--- src/rtl/bit_serial_sub.sv ---
// Bit-serial WIDTH-bit subtractor: a - b - bin, LSB first, one full-subtractor step per clock.
// Optional signed-overflow output ovf when the macro SUB_OVF_EN is defined.
module bit_serial_sub #(
  parameter int WIDTH = 8
) (
  input  logic             clk,
  input  logic             rst,
  input  logic             start,
  input  logic [WIDTH-1:0] a,
  input  logic [WIDTH-1:0] b,
  input  logic             bin,
  output logic             busy,
  output logic             done,
  output logic [WIDTH-1:0] diff,
  output logic             bout
`ifdef SUB_OVF_EN
  ,
  output logic             ovf
`endif
);

  localparam int CNT_W = $clog2(WIDTH);
  localparam logic [CNT_W-1:0] CNT_LAST = CNT_W'(WIDTH - 1);

  typedef enum logic [1:0] {
    S_IDLE  = 2'd0,
    S_SHIFT = 2'd1,
    S_DONE  = 2'd2
  } state_t;

  // Full-subtractor cell; returns {borrow_out, difference}.
  function automatic logic [1:0] full_sub(input logic ai, input logic bi, input logic br);
    logic d;
    logic bo;
    d  = ai ^ bi ^ br;
    bo = (~ai & bi) | (~(ai ^ bi) & br);
    return {bo, d};
  endfunction

  state_t           state_r;
  state_t           next_state_s;
  logic             load_s;
  logic             step_s;
  logic             last_s;
  logic             d_s;
  logic             bo_s;
  logic [WIDTH-1:0] a_r;
  logic [WIDTH-1:0] b_r;
  logic             br_r;
  logic [CNT_W-1:0] cnt_r;
  logic             busy_r;
  logic             done_r;
  logic [WIDTH-1:0] diff_r;
  logic             bout_r;

  assign {bo_s, d_s} = full_sub(a_r[0], b_r[0], br_r);

  // State register.
  always_ff @(posedge clk or posedge rst) begin
    if (rst) begin
      state_r <= S_IDLE;
    end else begin
      state_r <= next_state_s;
    end
  end

  // Next-state and datapath control decode.
  always_comb begin
    next_state_s = state_r;
    load_s       = 1'b0;
    step_s       = 1'b0;
    last_s       = 1'b0;
    case (state_r)
      S_IDLE: begin
        if (start) begin
          load_s       = 1'b1;
          next_state_s = S_SHIFT;
        end else begin
          next_state_s = S_IDLE;
        end
      end
      S_SHIFT: begin
        step_s = 1'b1;
        if (cnt_r == CNT_LAST) begin
          last_s       = 1'b1;
          next_state_s = S_DONE;
        end else begin
          next_state_s = S_SHIFT;
        end
      end
      S_DONE: begin
        next_state_s = S_IDLE;
      end
      default: begin
        next_state_s = S_IDLE;
      end
    endcase
  end

  // Datapath and registered outputs. The minuend register doubles as the result
  // register: each difference bit enters at the MSB as the consumed LSB leaves.
  always_ff @(posedge clk or posedge rst) begin
    if (rst) begin
      a_r    <= '0;
      b_r    <= '0;
      br_r   <= 1'b0;
      cnt_r  <= '0;
      busy_r <= 1'b0;
      done_r <= 1'b0;
      diff_r <= '0;
      bout_r <= 1'b0;
    end else begin
      if (load_s) begin
        a_r   <= a;
        b_r   <= b;
        br_r  <= bin;
        cnt_r <= '0;
      end else if (step_s) begin
        a_r   <= {d_s, a_r[WIDTH-1:1]};
        b_r   <= b_r >> 1;
        br_r  <= bo_s;
        cnt_r <= cnt_r + CNT_W'(1);
        if (last_s) begin
          diff_r <= {d_s, a_r[WIDTH-1:1]};
          bout_r <= bo_s;
        end
      end
      busy_r <= (next_state_s != S_IDLE);
      done_r <= (next_state_s == S_DONE);
    end
  end

`ifdef SUB_OVF_EN
  logic ovf_r;

  // Signed overflow: borrow into the MSB differs from borrow out of it.
  always_ff @(posedge clk or posedge rst) begin
    if (rst) begin
      ovf_r <= 1'b0;
    end else if (step_s && last_s) begin
      ovf_r <= br_r ^ bo_s;
    end
  end

  assign ovf = ovf_r;
`endif

  assign busy = busy_r;
  assign done = done_r;
  assign diff = diff_r;
  assign bout = bout_r;

endmodule
--- config.mk ---
export PLATFORM = sky130hd
export DESIGN_NAME = bit_serial_sub
export DESIGN_NICKNAME = d
export VERILOG_FILES = /design/src/rtl/bit_serial_sub.sv
export SDC_FILE = /design/constraint.sdc
export NUM_CORES = 1
export LEC_CHECK = 0
export ABC_AREA = 1
export ABC_CLOCK_PERIOD_IN_PS = 2050
export CELL_PAD_IN_SITES_DETAIL_PLACEMENT = 0
export CELL_PAD_IN_SITES_GLOBAL_PLACEMENT = 1
export CORE_MARGIN = 5
export CORE_UTILIZATION = 26
export CTS_CLUSTER_SIZE = 20
export DETAILED_ROUTE_END_ITERATION = 16
export PLACE_DENSITY_LB_ADDON = 0.1
export SYNTH_ARGS = -nofsm -noshare
export SYNTH_HDL_FRONTEND = slang
export SYNTH_SLANG_ARGS = --single-unit
--- constraint.sdc ---
create_clock -name clk -period 2.05 [get_ports clk]
set_clock_uncertainty 0.2 [all_clocks]
set_input_delay 0.205 -clock clk [delete_from_list [all_inputs] [get_ports clk]]
set_output_delay 0.205 -clock clk [all_outputs]
set_load 0.005 [all_outputs]
# ---- Word-level counts from Yosys, hierarchy flattened
# Cells that the tools add are included.
dict set report word_totals {
  register_bits 33
  in_bits 20
  output_inout_bits 11
  wordCells 41
}
dict set report classes {
  addsub 1
  n_eq_ne 3
  n_mux 16
  bitwise 8
  reduce_logical 4
}
# operator n
set ops {}
lappend ops {{$mux W8} 4}
lappend ops {{$mux W1} 8}
lappend ops {{$mux W3} 2}
lappend ops {{$pmux W2 S2} 1}
lappend ops {{$reduce_bool A2 Y1} 2}
lappend ops {{$add A3 B1 Y3 const B} 1}
lappend ops {{$eq A3 B3 Y1 const B} 1}
lappend ops {{$not A1 Y1} 3}
lappend ops {{$reduce_and A3 Y1} 1}
lappend ops {{$and A1 B1 Y1} 2}
lappend ops {{$eq A2 B1 Y1 const B} 1}
lappend ops {{$eq A2 B2 Y1 const B} 1}
lappend ops {{$logic_not A2 Y1} 1}
lappend ops {{$mux W2} 1}
lappend ops {{$xor A1 B1 Y1} 2}
lappend ops {{$or A1 B1 Y1} 1}

# ---- Depth between registers and ports, before layout
# Gate-level depths: netlist of the first run.
dict set report depth {
  word_depth 6
  ltp_mapped 6
  ltp_nobuf 6
}

# ---- Least setup slack after synthesis of the first run
# OpenSTA, ideal clock, no wires.
dict set report synth_path {
  kind {register to register}
  from {register a_r[0]}
  to {register a_r[7]}
  setup_time_ns 0.065
  arrival_time_ns 1.135
  required_time_ns 1.785
  slack_ns 0.650
  path_stages_with_launch 6
  n_path_buf 0
  period_less_slack_ns 1.400
  cell_sequence {dfrtp_1 > fa_1 > nand3_1 > nand2_1 > nand2_1 > nand2_1}
}
dict set report synth_via {
  elab_chain_cells 4
}
# element line
set synth_rtl {}
lappend synth_rtl {{start: declaration} 47} ;# logic [WIDTH-1:0] a_r;
lappend synth_rtl {{start signal: assignment} 119} ;# a_r <= {d_s, a_r[WIDTH-1:1]};
lappend synth_rtl {{$xor A1 B1 Y1 (2 in series)} 35} ;# d = ai ^ bi ^ br;
lappend synth_rtl {{via d_s} 45} ;# logic d_s;
lappend synth_rtl {{$mux W8} 118} ;# end else if (step_s) begin
lappend synth_rtl {{$mux W8} 113} ;# if (load_s) begin
# The timed path passes the listed nets, and every way through them passes these cells. The select of a mux whose other input is x is not followed.
# A chain may end at the register's enable or synchronous reset.

# ---- Worst setup path after layout of the first run
dict set report layout_path {
  from {register cnt_r[0]}
  to {register diff_r[5] (netlist: diff[5])}
}
dict set report layout_via {
  elab_chain_cells 4
}
# element line
set layout_rtl {}
lappend layout_rtl {{start: declaration} 50} ;# logic [CNT_W-1:0] cnt_r;
lappend layout_rtl {{start signal: assignment} 122} ;# cnt_r <= cnt_r + CNT_W'(1);
lappend layout_rtl {{$eq A3 B3 Y1} 84} ;# if (cnt_r == CNT_LAST) begin
lappend layout_rtl {{$mux W1} 84}
lappend layout_rtl {{$mux W1} 73} ;# case (state_r)
lappend layout_rtl {{$reduce_and A3 Y1 (no source line)} n/a}
lappend layout_rtl {{end signal: assignment} 124} ;# diff_r <= {d_s, a_r[WIDTH-1:1]};
lappend layout_rtl {{end: declaration} 53} ;# logic [WIDTH-1:0] diff_r;
# No other way between the ends.

==> run_results.csv, run 1 <==
group,metric,value,unit
outcome,status,"finished clean",
worst_setup_path,crit_type,"flop to flop",
sta,hold_viol_final,0,
clock_tree,cts_sinks,33,
synth,yosysWarningCount,0,
grt,grt.overflow.total,0,
pwr,total_power,2.605,mW
worst_setup_path,worst-endpoint-required,2.07,ns
pwr,p_leak,0.8975,nW
detailed_routing,vias_per_cell,4.301,
sta,drv_slew,0,
placement,place_area,1805,sq um
final_layout,antennaDiodeCount,0,
pwr,peakVddDrop,0.0003910,V
clock_tree,clk_pin_slew,0.07,ns
grt,grt_pass1_wl,5.782,mm
grt,grt_pass1_vias,1203,
synth,syn_inst,163,
clock_tree,cts_setup_buffers,0,
grt,grt_max_degree,34,
clock_tree,cts_root_buf,"clkbuf_8",
synth,ys_ff_latch,33,
synth,synthDistinctLibCells,17,
sta,tightest_slew,0.4395,ns
detailed_routing,ant_nets,0,
clock_tree,htree_levels,2,
detailed_routing,dr.pass1.iters,4,
clock_tree,clock_insertion_delay_worst_skew,0.28,ns
floorplanning,die_w,84.17,um
sta,rsz0062_at_grt,"no",
clock_tree,cts_buffer_depth,2,
clock_tree,cts.repair.resized,0,
sta,final.period_utilization,0.7664,
final_layout,fin_nets,220,
grt,grtUsageTotal,0.1026,
hold_path,hp-class,"input pin to async pin",
grt,antenna_found_initial,0,
final_layout,area_delta_synth_final,32.28,%
sta,max_freq,636.5,MHz
worst_setup_path,critPathCaptureType,"flop",
floorplanning,start_util,0.2629,
floorplanning,core-area,5439,sq um
placement,globalplace.congestion,0.7490,
floorplanning,fp-row-count,27,
placement,dp_hpwl,2.262,mm
synth,netlist_area,1430,sq um
synth,ys_seq_area_frac,0.5774,
final_layout,finalInstanceArea,1892,sq um
floorplanning,ios,31,
worst_setup_path,path_max_fanout,10,
detailed_routing,routed_wl,3.361,mm
clock_tree,cts_buffers,5,
clock_tree,hold_buffers,0,
final_layout,drive_above_1_share,0.08122,
detailed_routing,drtIter0Drc,62,
detailed_routing,drc_errors,0,
sta,period_needed,1.571,ns
worst_setup_path,startpoint_type,"flop",
sta,fin_setup_tns,0,ns
sta,whs,0.1293,ns
clock_tree,cts_tree,"yes",
sta,slew_headroom,0.7063,
synth,syn_nets,186,
detailed_routing,vias,1157,
floorplanning,dieArea,7084,sq um
synth,synth.avg_cell_area,8.774,sq um
floorplanning,die_y,84.17,um
flow_run,max_cap_viol_count,0,
detailed_routing,routedWlPerCell,12.49,um
sta,setup_viol,0,
pwr,powerDensity,1377,nW/um^2
placement,port_buffers,30,
worst_setup_path,crit_arrival,1.59,ns
worst_setup_path,reg2reg_setup_slack,0.48,ns
state kept, by name (all words and copies together), names as in the netlist:
signal and count:
busy 1, br_r 1, b_r 8, done 1, bout 1, state_r 2, cnt_r 3, diff 8
a_r 8
cell usage after synthesis, drive strengths merged:
library cell	n	area, sq um
nand2	73	279.0
fa	1	20.02
clkinv	1	3.750
ha	2	25.02
o21ai	3	15.01
buf	5	33.78
nand3	33	165.2
inv	8	32.54
nor2	3	26.27
clkbuf	1	3.750
dfrtp	33	825.8
area by class of cell:
cell class / instances / area (sq um)
multi-input combinational: 115 / 530.5
timing repair buffer: 33 / 322.8
clock buffer: 7 / 86.33
sequential: 33 / 825.8
tap: 72 / 90.09
fill: 571 / 3547
inverter: 9 / 36.28
power breakdown:
part,internal (mW),switching (mW),total [mW],leakage (nW)
sequential,0.944,0.183,1.13,0.409
clock,0.266,0.225,0.491,0.0443
combinational,0.460,0.527,0.987,0.444
total,1.67,0.935,2.61,0.897
through the flow:
| stage | util | std cells | worst slack, ns |
|---|---|---|---|
| 3_3_place_gp | 0.3320 | 262 | 0.4602 |
| 2_1_floorplan | - | 163 | 0.6503 |
| 4_1_cts | 0.3478 | 269 | 0.4596 |
| 6_report | 0.3478 | 269 | 0.4788 |
| 3_5_place_dp | 0.3320 | 262 | 0.3873 |
| 5_1_grt | 0.3478 | 269 | 0.3469 |
layer usage:
metal | GRT usage | share of wire
met5 | 0 | 0
met4 | 0.04386 | 0.016
met3 | 0.03631 | 0.064
met2 | 0.1664 | 0.46
met1 | 0.1229 | 0.46
logic make-up (layout without fill, tap and decap cells):
| family | after synthesis | count (layout) | synth area share |
|---|---|---|---|
| simple gates | 109 | 109 | 0.3290 |
| flops | 33 | 33 | 0.5774 |
| buf+inv | 15 | 49 | 0.05162 |
| fa+ha+maj | 3 | 3 | 0.03149 |
| compound gates | 3 | 3 | 0.01050 |
layout by cell type, fill, tap and decap left out:
cell type        count
nor2_1               1
ha_1                 2
nor2_4               2
fa_1                 1
clkdlybuf4s50_1     30
inv_4                1
clkinv_1             1
inv_2                2
dfrtp_1             33
o21ai_1              3
inv_1                5
clkbuf_1             1
nand2_2              2
buf_4                3
clkbuf_8             6
nand3_1             33
nand2_1             71
critical path, cell delays in order, from the launching register on:
cell and delay, ns:
dfrtp_1 0.38, ha_1 0.16, ha_1 0.21, clkinv_1 0.14
nor2_4 0.25, nand2_1 0.10, nand2_1 0.07
worst paths after layout:
| kind | start | endpoint | cells past startpoint |
|---|---|---|---|
| hold reg to reg | diff[2] | diff[2] | 2 |
| hold / removal | rst | cnt_r[1] | 3 |
| setup / recovery | cnt_r[0] | diff[5] | 6 |
| min in group clk | diff[2] | diff[2] | 2 |
| max in group asynchronous | rst | diff[2] | 3 |
| setup reg to reg | cnt_r[0] | diff[5] | 6 |
No activity file was read; power rests on OpenSTA's default activity.
==> inputs of run 2 (changes only) <==
--- a/config.mk
+++ b/config.mk
@@ -6,7 +6,7 @@
 export NUM_CORES = 1
 export LEC_CHECK = 0
 export ABC_AREA = 1
-export ABC_CLOCK_PERIOD_IN_PS = 2050
+export ABC_CLOCK_PERIOD_IN_PS = 1300
 export CELL_PAD_IN_SITES_DETAIL_PLACEMENT = 0
 export CELL_PAD_IN_SITES_GLOBAL_PLACEMENT = 1
 export CORE_MARGIN = 5
==> constraint.sdc (replaced) <==
create_clock -name clk -period 1.3 [get_ports clk]
set_clock_uncertainty 0.2 [all_clocks]
set_input_delay 0.13 -clock clk [delete_from_list [all_inputs] [get_ports clk]]
set_output_delay 0.13 -clock clk [all_outputs]
set_load 0.005 [all_outputs]
==> run_results.csv, run 2 (same netlist as run 1, synthesis figures left out) <==
group,metric,value,unit
outcome,status,"finished, violations left",
outcome,violations,"negative setup slack",
pwr,comb_power_share,0.451,
floorplanning,dieArea,7084,sq um
sta,slew_headroom,0.8489,
detailed_routing,drc_errors,0,
grt,grt.overflow.total,0,
pwr,p_sw,1.734,mW
detailed_routing,routed_wl,3.712,mm
grt,grt_max_degree,34,
worst_setup_path,startpoint_type,"flop",
final_layout,ff_latch_area,827.0,sq um
sta,max_freq,684.8,MHz
sta,fin_ws,-0.1602,ns
sta,rsz0062_at_grt,"yes",
worst_setup_path,critical_path.max_stage_delay,0.55,ns
pwr,powerDensity,2214,nW/um^2
sta,period_needed,1.460,ns
placement,port_buffers,30,
floorplanning,core-area,5439,sq um
sta,fin_setup_tns,-0.6388,ns
final_layout,utilization,0.4005,
sta,drv_slew,0,
final_layout,drive_above_1_share,0.2477,
worst_setup_path,cp_slowest_cell,"fa_1",
worst_setup_path,worst-endpoint-required,1.32,ns
final_layout,layout_commonest_cell,"nand2_1",
placement,globalplace.congestion,0.7464,
placement,dp_hpwl,2.379,mm
final_layout,layout_common_cells,"62 x nand2_1, 33 x nand3_1, 32 x dfrtp_1, 19 x clkdlybuf4s50_1, 14 x buf_4",
pwr,pwr-share-seq,0.372,
pwr,power_frac_clock,0.177,
final_layout,fillers,554,
grt,grt_pass1_vias,1260,
floorplanning,ios,31,
placement,dp_cells,271,
clock_tree,htree_levels,2,
pwr,power.share.switching,0.3596,
clock_tree,cts_buffers,5,
sta,setup_viol,11,
floorplanning,start_util,0.2629,
worst_setup_path,crit_type,"flop to flop",
final_layout,area_delta_synth_final,52.32,%
sta,hold_viol_final,0,
hold_path,hp-class,"input pin to async pin",
detailed_routing,vias_per_cell,4.317,
worst_setup_path,critPathCaptureType,"flop",
clock_tree,cts_buffer_depth,2,
clock_tree,clk_pin_slew,0.07,ns
detailed_routing,dr.pass1.iters,4,
sta,final.period_utilization,1.123,
final_layout,fin_nets,240,
clock_tree,clock_insertion_delay_worst_skew,0.28,ns
flow_run,max_cap_viol_count,0,
detailed_routing,drtIter0Drc,45,
pwr,p_leak,1.051,nW
detailed_routing,routedWlPerCell,12.80,um
pwr,p_int,3.088,mW
grt,grtUsageTotal,0.1137,
worst_setup_path,r2r_cells,6,
grt,grt_pass1_wl,6.354,mm
worst_setup_path,path_max_fanout,2,
pwr,peakVddDrop,0.0007214,V
placement,pre_cts_ws,-0.1602,ns
sta,tightest_slew,0.2251,ns
floorplanning,die_w,84.17,um
floorplanning,fp-row-count,27,
detailed_routing,ant_nets,0,
final_layout,fin_cells,290,
clock_tree,cts_tree,"yes",
grt,antenna_found_initial,0,
worst_setup_path,crit_arrival,1.48,ns
final_layout,multi_input_comb_area,611.8,sq um
detailed_routing,vias,1252,
worst_setup_path,cp_cell_sequence,"inv_2 > fa_1 > nand3_1 > nand2_1 > nand2_1 > nand2_1",
final_layout,antennaDiodeCount,0,
floorplanning,die_y,84.17,um
clock_tree,cts_sinks,33,
clock_tree,cts_root_buf,"clkbuf_8",
worst_setup_path,cpMostUsedCell,"nand2_1",
## run 2: changes by cell type in the layout (fill, tap and decap cells not counted), moves of 2 or more
cell             previous run  this run
buf_4                       3        14
clkdlybuf4s50_1            30        19
dlygate4sd2_1               0        10
nand2_1                    71        62
nand2_2                     2         9
buf_12                      0         4
buf_6                       0         3
ha_1                        2         0
inv_1                       5         3
inv_2                       2         4
nand2_4                     0         2
## run 2: path summary, 6_finish.rpt
kind,slack [ns],from,end
max in group asynchronous,0.71,rst,state_r[0]
worst min-delay path,0.005,rst,bout
worst max-delay path,-0.16,br_r,a_r[7]
min in group clk,0.21,b[7],b_r[7]
worst max register to register,-0.16,br_r,a_r[7]
worst min register to register,0.27,diff[5],diff[5]
## run 2: per-stage QoR
step / area [sq um] / power (mW) / hold slack [ns]
floorplan: 1434 / 2.738 / 0.05890
global placement: 1914 / 3.607 / 0.2551
detailed placement: 1914 / 3.634 / 0.2583
CTS: 2141 / 4.807 / 0.002467
global route: 2178 / 5.221 / 0.01231
finish: 2178 / 4.822 / 0.004522
## run 2: final cells by class
type / count / share of cell area
clock buffers: 7 / 0.04423
multi-input cells: 117 / 0.2809
repair buffers: 51 / 0.2326
flip-flops and latches: 33 / 0.3797
inverters: 9 / 0.01895
clock inverters: 1 / 0.002298
well taps: 72 / 0.04136
## run 2: power by group through the flow
stage	logic [mW]	clock network [mW]	registers [mW]
global route	2.44	0.939	1.84
floorplan	0.988	0	1.75
finish	2.17	0.854	1.79
detailed placement	1.84	0	1.79
CTS	2.13	0.887	1.79
global placement	1.83	0	1.78
## run 2: worst max-delay path, delay by kind of cell (launching register included)
| family | cells | cell delay [ns] |
|---|---|---|
| fa+ha+maj | 1 | 0.55 |
| buf+inv | 1 | 0.04 |
| flops | 1 | 0.36 |
| simple gates | 4 | 0.25 |
## run 2: timing repair
| item | 4_1_cts | 5_1_grt |
|---|---|---|
| gates resized for setup | 25 | 10 |
| gates cloned | 2 | 0 |
| buffers inserted | 7 | 2 |
| endpoints found under the setup margin | 30 | 33 |
| hold buffers | 0 | 0 |
| pin swaps | 17 | 15 |
| endpoints found under the hold margin | 0 | 0 |
## run 2: per-layer routing
layer	global-route usage	vias to the layer above	routed length [um]
met3	0.04024	6	193
met5	0	-	0
li1	-	630	-
met2	0.1844	31	1727
met1	0.1402	585	1738
met4	0.03947	0	53
==> inputs of run 3 (changes only) <==
--- a/config.mk
+++ b/config.mk
@@ -6,9 +6,10 @@
 export NUM_CORES = 1
 export LEC_CHECK = 0
 export ABC_AREA = 1
-export ABC_CLOCK_PERIOD_IN_PS = 1300
+export ABC_CLOCK_PERIOD_IN_PS = 1870
 export CELL_PAD_IN_SITES_DETAIL_PLACEMENT = 0
 export CELL_PAD_IN_SITES_GLOBAL_PLACEMENT = 1
+export CORE_ASPECT_RATIO = 0.7
 export CORE_MARGIN = 5
 export CORE_UTILIZATION = 26
 export CTS_CLUSTER_SIZE = 20
==> constraint.sdc (replaced) <==
create_clock -name clk -period 1.87 [get_ports clk]
set_clock_uncertainty 0.2 [all_clocks]
set_input_delay 0.187 -clock clk [delete_from_list [all_inputs] [get_ports clk]]
set_output_delay 0.187 -clock clk [all_outputs]
set_load 0.005 [all_outputs]
==> run_results.csv, run 3 (same netlist as run 1, synthesis figures left out) <==
group,metric,value,unit
outcome,status,"finished clean",
sta,fin_ws,0.3186,ns
floorplanning,dieArea,7107,sq um
detailed_routing,ant_nets,0,
grt,grt.overflow.total,0,
sta,period_needed,1.551,ns
clock_tree,cts_buffer_depth,2,
detailed_routing,top_layer,"met4",
floorplanning,core-area,5285,sq um
grt,grtUsageTotal,0.1083,
worst_setup_path,crit_type,"flop to output port",
worst_setup_path,cp_slowest_cell,"clkdlybuf4s50_1",
sta,whs,0.09637,ns
worst_setup_path,worst-endpoint-required,1.48,ns
floorplanning,start_util,0.2706,
placement,globalplace.congestion,0.8189,
sta,final.period_utilization,0.8296,
clock_tree,cts_root_buf,"clkbuf_8",
worst_setup_path,crit_arrival,1.16,ns
placement,place_area,1813,sq um
clock_tree,clock_insertion_delay_worst_skew,0.29,ns
floorplanning,fp-row-count,22,
final_layout,antennaDiodeCount,0,
pwr,total_power,3.128,mW
sta,tightest_slew,0.4268,ns
floorplanning,ios,31,
worst_setup_path,crit_buf_inv,1,
clock_tree,cts_setup_buffers,0,
sta,drv_slew,0,
clock_tree,cts.repair.resized,0,
floorplanning,die_y,72.05,um
worst_setup_path,startpoint_type,"flop",
final_layout,area_delta_synth_final,36.13,%
sta,hold_viol_final,0,
worst_setup_path,path_max_fanout,2,
pwr,powerDensity,1606,nW/um^2
placement,port_buffers,30,
pwr,p_leak,0.9261,nW
grt,grt_pass1_wl,5.968,mm
detailed_routing,met1_length,1.623,mm
grt,grt_max_degree,34,
clock_tree,htree_levels,2,
pwr,peakVddDrop,0.0004314,V
detailed_routing,vias,1181,
flow_run,max_cap_viol_count,0,
worst_setup_path,crit_family,"buffers and inverters",
detailed_routing,wl_met2,1.577,mm
worst_setup_path,critical_path.max_stage_delay,0.51,ns
detailed_routing,routedWlPerCell,12.78,um
clock_tree,cts_buffers,5,
final_layout,drive_above_1_share,0.09548,
sta,fin_setup_tns,0,ns
hold_path,hp-class,"input pin to async pin",
final_layout,layout_common_cells,"71 x nand2_1, 33 x nand3_1, 33 x dfrtp_1, 30 x clkdlybuf4s50_1",
placement,dp_cells,263,
grt,antenna_found_initial,0,
grt,grt_pass1_vias,1240,
detailed_routing,routed_wl,3.464,mm
detailed_routing,wl_met3,213,um
worst_setup_path,cp_cell_sequence,"clkdlybuf4s50_1",
clock_tree,clk_pin_slew,0.08,ns
final_layout,fin_nets,221,
sta,setup_viol,0,
worst_setup_path,critPathCaptureType,"output port",
floorplanning,die_w,98.65,um
detailed_routing,vias_per_cell,4.358,
clock_tree,cts_sinks,33,
final_layout,fin_cells,271,
sta,slew_headroom,0.7154,
final_layout,finalInstanceArea,1947,sq um
final_layout,utilization,0.3684,
detailed_routing,dr.pass1.iters,4,
sta,max_freq,644.6,MHz
detailed_routing,drc_errors,0,
clock_tree,hold_buffers,0,
placement,dp_hpwl,2.397,mm
clock_tree,cts_tree,"yes",
final_layout,layout_commonest_cell,"nand2_1",
detailed_routing,drtIter0Drc,40,
placement,pre_cts_ws,0.3183,ns
sta,rsz0062_at_grt,"no",
run 3: changes by cell type in the layout (fill, tap and decap cells not counted), moves of 4 or more:
cell / change
dlygate4sd2_1: -10
buf_4: -10
nand2_2: -7
nand2_1: +9
buf_12: -4
clkdlybuf4s50_1: +11
run 3: metal layers:
layer	global-route usage	vias to the layer above
met1	0.1369	551
met2	0.1760	35
met4	0.03788	0
met3	0.03458	6
met5	0	-
li1	-	589
run 3: worst reg2reg max path: stages (launching register included):
cell	delay (ns)
dfrtp_1	0.39
ha_1	0.16
ha_1	0.20
clkinv_1	0.14
nor2_4	0.24
nand2_1	0.09
nand2_1	0.07
run 3: report_power, final:
part	switching (mW)	internal [mW]
clock network	0.278	0.530
registers	0.209	1.03
logic	0.573	0.504
run 3: area by class of cell:
type	instances	area [sq um]
flip-flops and latches	33	825.8
fillers	564	3338
inverters	9	36.28
clock inverters	3	65.06
multi-input cells	115	530.5
well taps	72	90.09
repair buffers	34	330.3
clock buffers	5	68.82
run 3: final timing paths:
path                            cells past startpoint  slack, ns      end     start
worst max-delay path                                1       0.32  diff[1]   diff[1]
worst min-delay path                                3        0.1  diff[0]       rst
worst max register to register                      6       0.32     bout  cnt_r[0]
worst min register to register                      2       0.27  diff[6]   diff[6]
max in group asynchronous                           3       1.06     br_r       rst
min in group clk                                    3       0.27   b_r[7]      b[7]
